===== src/rtl/flexbex_ibex_prefetch_queue.sv =====
// Instruction prefetcher: fetches 32-bit words over req/gnt/rvalid into a small FIFO
// and realigns them so one RV32IC instruction (16 or 32 bit) is offered per transfer.
module flexbex_ibex_prefetch_queue #(
  parameter int unsigned DEPTH = 3
) (
  input  logic        clk,
  input  logic        rst_n,
  input  logic        req_i,
  input  logic        branch_i,
  input  logic [31:0] addr_i,
  input  logic        ready_i,
  output logic        valid_o,
  output logic [31:0] rdata_o,
  output logic [31:0] addr_o,
  output logic        instr_req_o,
  output logic [31:0] instr_addr_o,
  input  logic        instr_gnt_i,
  input  logic        instr_rvalid_i,
  input  logic [31:0] instr_rdata_i,
  output logic        busy_o
);

  localparam int unsigned AW = 32;
  localparam int unsigned CW = $clog2(DEPTH + 1);
  localparam int unsigned UW = CW + 1;

  typedef enum logic [1:0] {
    S_IDLE,
    S_WAIT_GNT,
    S_WAIT_RVALID,
    S_WAIT_ABORTED
  } state_e;

  state_e        r_state;
  state_e        w_state_nxt;
  logic [AW-1:0] r_fetch_addr;
  logic [AW-1:0] r_addr;
  logic [CW-1:0] r_cnt;
  logic [AW-1:0] r_mem     [DEPTH];
  logic [AW-1:0] w_mem_nxt [DEPTH];

  logic          w_req;
  logic          w_push;
  logic          w_pop;
  logic          w_space;
  logic          w_compressed;
  logic          w_valid;
  logic          w_consume;
  logic [UW-1:0] w_used;
  logic [CW-1:0] w_wr_idx;
  logic [AW-1:0] w_branch_addr;

  // The outstanding word already owns a FIFO slot; a branch frees the whole FIFO.
  assign w_used  = {1'b0, r_cnt} + UW'(r_state == S_WAIT_RVALID);
  assign w_space = branch_i | (w_used < UW'(DEPTH));

  assign w_branch_addr = {addr_i[31:2], 2'b00};
  assign instr_addr_o  = branch_i ? w_branch_addr : r_fetch_addr;
  assign instr_req_o   = w_req & rst_n;
  assign busy_o        = (r_state != S_IDLE) | instr_req_o;

  // Realignment: an odd halfword PC takes its upper half from the next word.
  assign rdata_o      = r_addr[1] ? {r_mem[1][15:0], r_mem[0][31:16]} : r_mem[0];
  assign w_compressed = (rdata_o[1:0] != 2'b11);
  assign w_valid      = (r_cnt != '0) && (!r_addr[1] || w_compressed || (r_cnt > CW'(1)));
  assign valid_o      = w_valid & ~branch_i;
  assign w_consume    = valid_o & ready_i;
  assign w_pop        = w_consume & (r_addr[1] | ~w_compressed);
  assign w_wr_idx     = r_cnt - CW'(w_pop);

  // Fetch FSM: at most one transaction in flight.
  always_comb begin
    w_state_nxt = r_state;
    w_req       = 1'b0;
    w_push      = 1'b0;
    case (r_state)
      S_IDLE:     w_req = req_i & w_space;
      S_WAIT_GNT: w_req = 1'b1;
      S_WAIT_RVALID: begin
        if (instr_rvalid_i) begin
          w_push      = ~branch_i;
          w_req       = req_i & w_space;
          w_state_nxt = S_IDLE;
        end else if (branch_i) begin
          w_state_nxt = S_WAIT_ABORTED;
        end
      end
      S_WAIT_ABORTED: begin
        if (instr_rvalid_i) begin
          w_req       = req_i & w_space;
          w_state_nxt = S_IDLE;
        end
      end
      default: w_state_nxt = S_IDLE;
    endcase
    if (w_req) begin
      w_state_nxt = instr_gnt_i ? S_WAIT_RVALID : S_WAIT_GNT;
    end
  end

  // FIFO as a shift register: entry 0 is always the oldest word.
  always_comb begin
    w_mem_nxt = r_mem;
    if (w_pop) begin
      for (int unsigned i = 0; i + 1 < DEPTH; i++) begin
        w_mem_nxt[i] = r_mem[i+1];
      end
    end
    if (w_push) begin
      for (int unsigned i = 0; i < DEPTH; i++) begin
        if (CW'(i) == w_wr_idx) begin
          w_mem_nxt[i] = instr_rdata_i;
        end
      end
    end
  end

  always_ff @(posedge clk or negedge rst_n) begin
    if (!rst_n) begin
      r_state      <= S_IDLE;
      r_fetch_addr <= '0;
      r_addr       <= '0;
      r_cnt        <= '0;
      for (int unsigned i = 0; i < DEPTH; i++) begin
        r_mem[i] <= '0;
      end
    end else begin
      r_state <= w_state_nxt;
      r_mem   <= w_mem_nxt;
      if (instr_req_o & instr_gnt_i) begin
        r_fetch_addr <= instr_addr_o + 32'd4;
      end else if (branch_i) begin
        r_fetch_addr <= w_branch_addr;
      end
      if (branch_i) begin
        r_addr <= addr_i;
      end else if (w_consume) begin
        r_addr <= r_addr + (w_compressed ? 32'd2 : 32'd4);
      end
      if (branch_i) begin
        r_cnt <= '0;
      end else begin
        r_cnt <= r_cnt + CW'(w_push) - CW'(w_pop);
      end
    end
  end

  assign addr_o = r_addr;

  a_no_overflow: assert property (@(posedge clk) disable iff (!rst_n)
    !(w_push && (r_cnt == CW'(DEPTH))));

endmodule

===== config.mk =====
export PLATFORM = sky130hd
export DESIGN_NAME = flexbex_ibex_prefetch_queue
export DESIGN_NICKNAME = d
export VERILOG_FILES = /design/src/rtl/flexbex_ibex_prefetch_queue.sv
export SDC_FILE = /design/constraint.sdc
export NUM_CORES = 1
export LEC_CHECK = 0
export ABC_CLOCK_PERIOD_IN_PS = 3700
export CORE_MARGIN = 8
export CORE_UTILIZATION = 40
export CTS_CLUSTER_DIAMETER = 60
export CTS_CLUSTER_SIZE = 28
export DETAILED_ROUTE_END_ITERATION = 8
export DONT_BUFFER_PORTS = 1
export PLACE_DENSITY_LB_ADDON = 0.12
export SLEW_MARGIN = 0
export SYNTH_ARGS = -nofsm -noshare
export SYNTH_HDL_FRONTEND = slang
export SYNTH_SLANG_ARGS = --single-unit

===== constraint.sdc =====
create_clock -name clk -period 3.7 [get_ports clk]
set_input_delay 0.555 -clock clk [delete_from_list [all_inputs] [get_ports clk]]
set_output_delay 0.555 -clock clk [all_outputs]
set_load 0.01 [all_outputs]

==> results of run 1 <==
## synth_stat cells (all sizes together), types with 10 or more instances
master / count
clkbuf: 30
xnor2: 40
inv: 40
nand2: 124
dfrtp: 164
o21ai: 112
xor2: 16
nand3: 24
nand4: 15
ha: 10
mux2i: 67
nor2: 18
nor3: 12
mux2: 70
buf: 16
## timing repair
action | 4_1_cts | 5_1_grt
gates resized for setup | 0 | 0
setup buffers | 0 | 1
setup endpoints to repair | 0 | 1
hold endpoints to repair | 164 | 164
## sequential cells by signal (all words and copies together), names as in the netlist
register,count
r_mem,96
addr_o,32
r_state,2
r_cnt,2
r_fetch_addr,32
## metrics by stage
stage,std cells,hold WS [ps]
2_1_floorplan,856,259
3_3_place_gp,1106,271
3_5_place_dp,1106,270
4_1_cts,1138,-196
5_1_grt,1139,-204
6_report,1140,-175
## layer usage
| layer | vias to the layer above | routed length [um] | GRT usage, % |
|---|---|---|---|
| met5 | - | 0 | 0 |
| met4 | 0 | 228 | 4.92 |
| met3 | 18 | 2010 | 7.07 |
| met2 | 175 | 10800 | 26.7 |
| met1 | 3054 | 10800 | 23.6 |
| li1 | 2990 | - | - |
## cell type report
cell class                 instances  share of cell area [%]
multi-input combinational        605                    44.6
sequential                       164                    42.6
clock buffer                      18                    4.56
tap                              280                    3.64
inverter                          41                    1.61
timing repair buffer              17                    1.46
clock inverter                    14                    1.44
antenna                            1                  0.0260
## worst register-to-register path: stages (launching register included)
cell and delay [ps]:
dfrtp_1 430, mux2_2 370, nand2_1 160, inv_1 120, ha_1 200, nor2b_1 140
o21ai_0 130, or3_2 460, clkinv_2 60, ha_1 170, xor2_2 320, nand3_2 110
buf_4 290, mux2_2 350
## power by group through the flow
stage               sequential, mW  combinational, mW  clock [mW]
floorplan                     2.30              0.719           0
global placement              2.40              0.849           0
detailed placement            2.42              0.875           0
CTS                           2.39              0.881        1.80
global route                  2.43              0.962        1.88
finish                        2.39              0.867        1.75
## kinds of logic (layout without fill, tap and decap cells)
kind of cell	Yosys count	count (layout)
multiplexers	137	137
XOR/XNOR	56	56
flip-flops	164	164
AND/OR/NAND/NOR	242	242
buffers and inverters	87	90
adder cells (fa/ha/maj)	11	11
AO/OA/AOI/OAI	159	159
other	0	1
## worst paths after layout
| check | from | to | slack [ps] | cells past startpoint |
|---|---|---|---|---|
| worst max-delay path | addr_o[1] | r_mem[6] | 270 | 13 |
| worst min-delay path | rst_n | r_fetch_addr[29] | -180 | 0 |
| worst max register to register | addr_o[1] | r_mem[6] | 270 | 13 |
| worst min register to register | r_mem[21] | r_mem[21] | 510 | 1 |
| max in group asynchronous | rst_n | addr_o[9] | 3580 | 0 |
| min in group clk | branch_i | r_cnt[0] | 230 | 1 |
==> results.ini, run 1 <==
[sta]
max_freq_mhz=292
min_period_over_period_pct=92.6
grt_setup_unrepaired=no
slew_headroom_pct=35.4
setup_tns_ps=0
finalCriticalPeriod_ps=3430
slew_violations=0
whs_ps=-175
skew_ps=11.8
finalHoldViolCount=164
worstMarginPinSlew_ps=970
worst_slack_ps=274
setup_viol=0

[worst_setup_path]
endpoint_kind=register
required_ps=4010
cp_slowest_stage_delay_ps=460
cp_max_fo=32
path_cells=mux2_2 -> nand2_1 -> inv_1 -> ha_1 -> nor2b_1 -> o21ai_0 -> or3_2 -> clkinv_2 -> ha_1 -> xor2_2 -> nand3_2 -> buf_4 -> mux2_2
crit_type=reg -> reg
crit_family=simple AND/OR/NAND/NOR gates
arrival_ps=3730
start_kind=register
crit_buf_inv=3
slowest_stage=or3_2

[final_layout]
seqCellArea_mm2=0.00410
final_util_pct=44.4
final_common_cell=dfrtp_1
nets=928
layout_common_cells=dfrtp_1, nand2_1, o21ai_0
fillers=2035
multiInputGateArea_mm2=0.00430
area_delta_synth_final_pct=9.90
layout-drive-gt1-share_pct=15.9
postLayoutCellArea_mm2=0.00963

[floorplanning]
rows=54
io_pins=170
dieArea_mm2=0.0269
core_area_mm2=0.0217
initial_core_util_pct=40.4
die_h_um=164
fp.dieW_um=164

[grt]
track_usage_pct=17.9
antenna_found_initial=0
grt_overflow=0
grt_pass1_vias=6203
grt_max_degree=169
grt_pass1_wl_um=36800

[pwr]
power_mw=5.00
power.share.switching_pct=30.9
power_switching_mw=1.55
leakage_nw=4.28
ir_worst_vdd_v=0.000301
power_density_mw_per_mm2=520
combPwrFrac_pct=17.3
clkPwrFrac_pct=35.0
p_int_mw=3.46
power_frac_seq_pct=47.7

[yosys]
synth_largest_area_cell=dfrtp_1
synthDistinctLibCells=62
synth-edff-count=0
synth_cells=856
synth_xor_area_share_pct=5.60
yosys.area.top_type_share_pct=46.9
synthAdderAreaFrac_pct=1.66
synth_seq_cells=164
synth_area_leaders=dfrtp_1, mux2_2, mux2i_1, o21ai_0, nand2_1
synth_nets=938
synth_compound_area_share_pct=10.9
synth_warnings=0
synth_top_family_by_area=multiplexers
ys.flop_type=dfrtp_1
synth_mux_area_share_pct=16.7
synthArstFlopShare_pct=100
syn_avg_cell_area_um2=10.2
ys_seq_area_share_pct=46.9
synth-simple-area-share_pct=14.0
syn-cell-area_mm2=0.00876

[placed_design]
hpwl_um=17100
place.gp.congestion=0.847
place_area_mm2=0.00904
numPortBuffers=0
preCtsSetupSlack_ps=280

[routing]
ant_nets=0
drt_iter0_drc=472
vias=6237
drc_errors=0
wl_per_cell_um=21.0
dr.pass1.iters=5
drt-vias-per-instance=5.47
finalWirelength_um=23900

[clock_network]
clock_latency_ps=430
cts_max_level=4
cts_buffers=17
clk_transition_reported_paths_ps=70
cts_tree=yes
clock-sinks=164
clockRootBuffer=clkbuf_16
clockBufferDepth=2

[run]
maxCapViolCount=0

[worst_hold_path]
min_path_type=in -> async

[outcome]
status=finished, violations left
violations=negative hold slack

No activity file was read; power rests on OpenSTA's default activity.
==> run 2: changes to the inputs <==
- SETUP_SLACK_MARGIN: default -> 0.5
==> results.ini, run 2 (synthesis results as in run 1) <==
[outcome]
status=finished, violations left
violations=negative hold slack

[pwr]
ir_worst_vdd_v=0.000282  ; -6.2%
power.share.switching_pct=29.8  ; -1.2 points
power_density_mw_per_mm2=520  ; +0.13%
p_int_mw=3.57  ; +3.4%
power_mw=5.09  ; +1.7%
leakage_nw=4.31  ; +0.52%
power_frac_seq_pct=46.7  ; -1.0 points
combPwrFrac_pct=17.9  ; +0.6 points
power_switching_mw=1.51  ; -2.2%
clkPwrFrac_pct=35.3  ; +0.3 points

[routing]
dr.pass1.iters=5  ; unchanged
finalWirelength_um=24700  ; +3.2%
ant_nets=0  ; unchanged
drc_errors=0  ; unchanged
drt-vias-per-instance=5.56  ; +1.5%
wl_per_cell_um=21.6  ; +3.2%
drt_iter0_drc=461  ; -2.3%
vias=6333  ; +1.5%

[final_layout]
top_register=r_mem
final_common_cell=dfrtp_1
postLayoutCellArea_mm2=0.00977  ; +1.5%
largest_reg_flops=96  ; unchanged
antenna_cells=0  ; -1
fillers=2056  ; +1.0%
area_delta_synth_final_pct=11.6
final_util_pct=45.1  ; +0.67 points
layout_common_cells=dfrtp_1, nand2_1, o21ai_0
layout-drive-gt1-share_pct=16.6  ; +0.68 points
nets=930  ; +0.22%

[clock_network]
clock_latency_ps=420  ; about the same
cts_tree=yes
cts_max_level=4  ; unchanged
clockBufferDepth=2  ; unchanged
clock-sinks=164  ; unchanged
clk_transition_reported_paths_ps=60  ; about the same
clockRootBuffer=clkbuf_16
cts_buffers=17  ; unchanged

[sta]
max_freq_mhz=325  ; +11%
grt_setup_unrepaired=yes
slew_violations=0  ; unchanged
setup_tns_ps=0  ; unchanged
finalHoldViolCount=164  ; unchanged
min_period_over_period_pct=83.2  ; -9.3 points
whs_ps=-174  ; +1.59 ps
setup_viol=0  ; unchanged
skew_ps=7.49  ; -4.34 ps
finalCriticalPeriod_ps=3080  ; -346 ps
slew_headroom_pct=40.5  ; +5.2 points
worstMarginPinSlew_ps=892  ; -77.5 ps

[worst_setup_path]
cp_max_fo=7  ; -78%
crit_type=reg -> out
arrival_ps=2520  ; -1210 ps
start_kind=register
required_ps=3140  ; -870 ps
endpoint_kind=output pin

[placed_design]
place.gp.congestion=0.847  ; unchanged
numPortBuffers=0  ; unchanged
hpwl_um=17300  ; +1.0%
place_area_mm2=0.00911  ; +0.79%

[worst_hold_path]
min_path_type=in -> async

[floorplanning]
dieArea_mm2=0.0269  ; unchanged
io_pins=170  ; unchanged
fp.dieW_um=164  ; unchanged
die_h_um=164  ; unchanged
initial_core_util_pct=40.4  ; unchanged
rows=54  ; unchanged
core_area_mm2=0.0217  ; unchanged

[grt]
grt_max_degree=169  ; unchanged
antenna_found_initial=1  ; +1
grt_overflow=0  ; unchanged
grt_pass1_wl_um=37900  ; +2.8%
grt_pass1_vias=6276  ; +1.2%
track_usage_pct=18.4  ; +0.57 points

[run]
maxCapViolCount=0  ; unchanged

## run 2: worst paths after layout
check | start | endpoint | slack [ps] | cells past startpoint
hold reg to reg | r_mem[1] | r_mem[1] | 500 | 1
hold / removal | rst_n | addr_o[26] | -170 | 0
max in group asynchronous | rst_n | addr_o[1] | 3560 | 0
setup / recovery | r_state[1] | busy_o | 620 | 7
setup reg to reg | addr_o[1] | r_mem[10] | 640 | 13
min in group clk | branch_i | r_cnt[0] | 200 | 1
## run 2: cell type report
cell class                 count  area (um2)  area share (%)
clock buffer                  20         437            4.47
clock inverter                11         151            1.55
inverter                      41         161            1.65
multi-input combinational    606        4390            44.9
sequential                   164        4110            42.0
tap                          280         350            3.58
timing repair buffer          18         180            1.84
## run 2: repair_timing
item	in CTS	in global routing
gates cloned	1	0
buffers inserted	4	0
endpoints found under the hold margin	164	164
resized for setup	2	5
pin swaps	3	0
endpoints found under the setup margin	35	39
## run 2: power groups by stage
stage / sequential, mW / combinational (mW) / clock (mW)
floorplan: 2.30 / 0.747 / 0
global placement: 2.39 / 0.892 / 0
detailed placement: 2.41 / 0.912 / 0
CTS: 2.38 / 0.924 / 1.84
global route: 2.42 / 1.01 / 1.92
finish: 2.38 / 0.911 / 1.80
## run 2: worst max-delay path, stage by stage, from the launching register on
cell and delay [ps]:
dfrtp_1 430, nor2b_1 170, ha_1 180, ha_1 260, a21oi_1 290, o211ai_1 190, a21boi_1 350, or3_1 230
## run 2: through the flow
step / cells / setup WS, ps / hold WS, ps
global route: 1140 / 369 / -199
detailed placement: 1104 / 302 / 270
finish: 1140 / 620 / -174
global placement: 1104 / 404 / 269
floorplan: 856 / 379 / 259
CTS: 1140 / 446 / -193
## run 2: per-layer routing
layer | track usage [%] | vias up | wire [um]
met2 | 27.3 | 168 | 10900
met1 | 25.3 | 3157 | 11500
met5 | 0 | - | 9
li1 | - | 2982 | -
met4 | 5.54 | 2 | 346
met3 | 5.79 | 24 | 1840
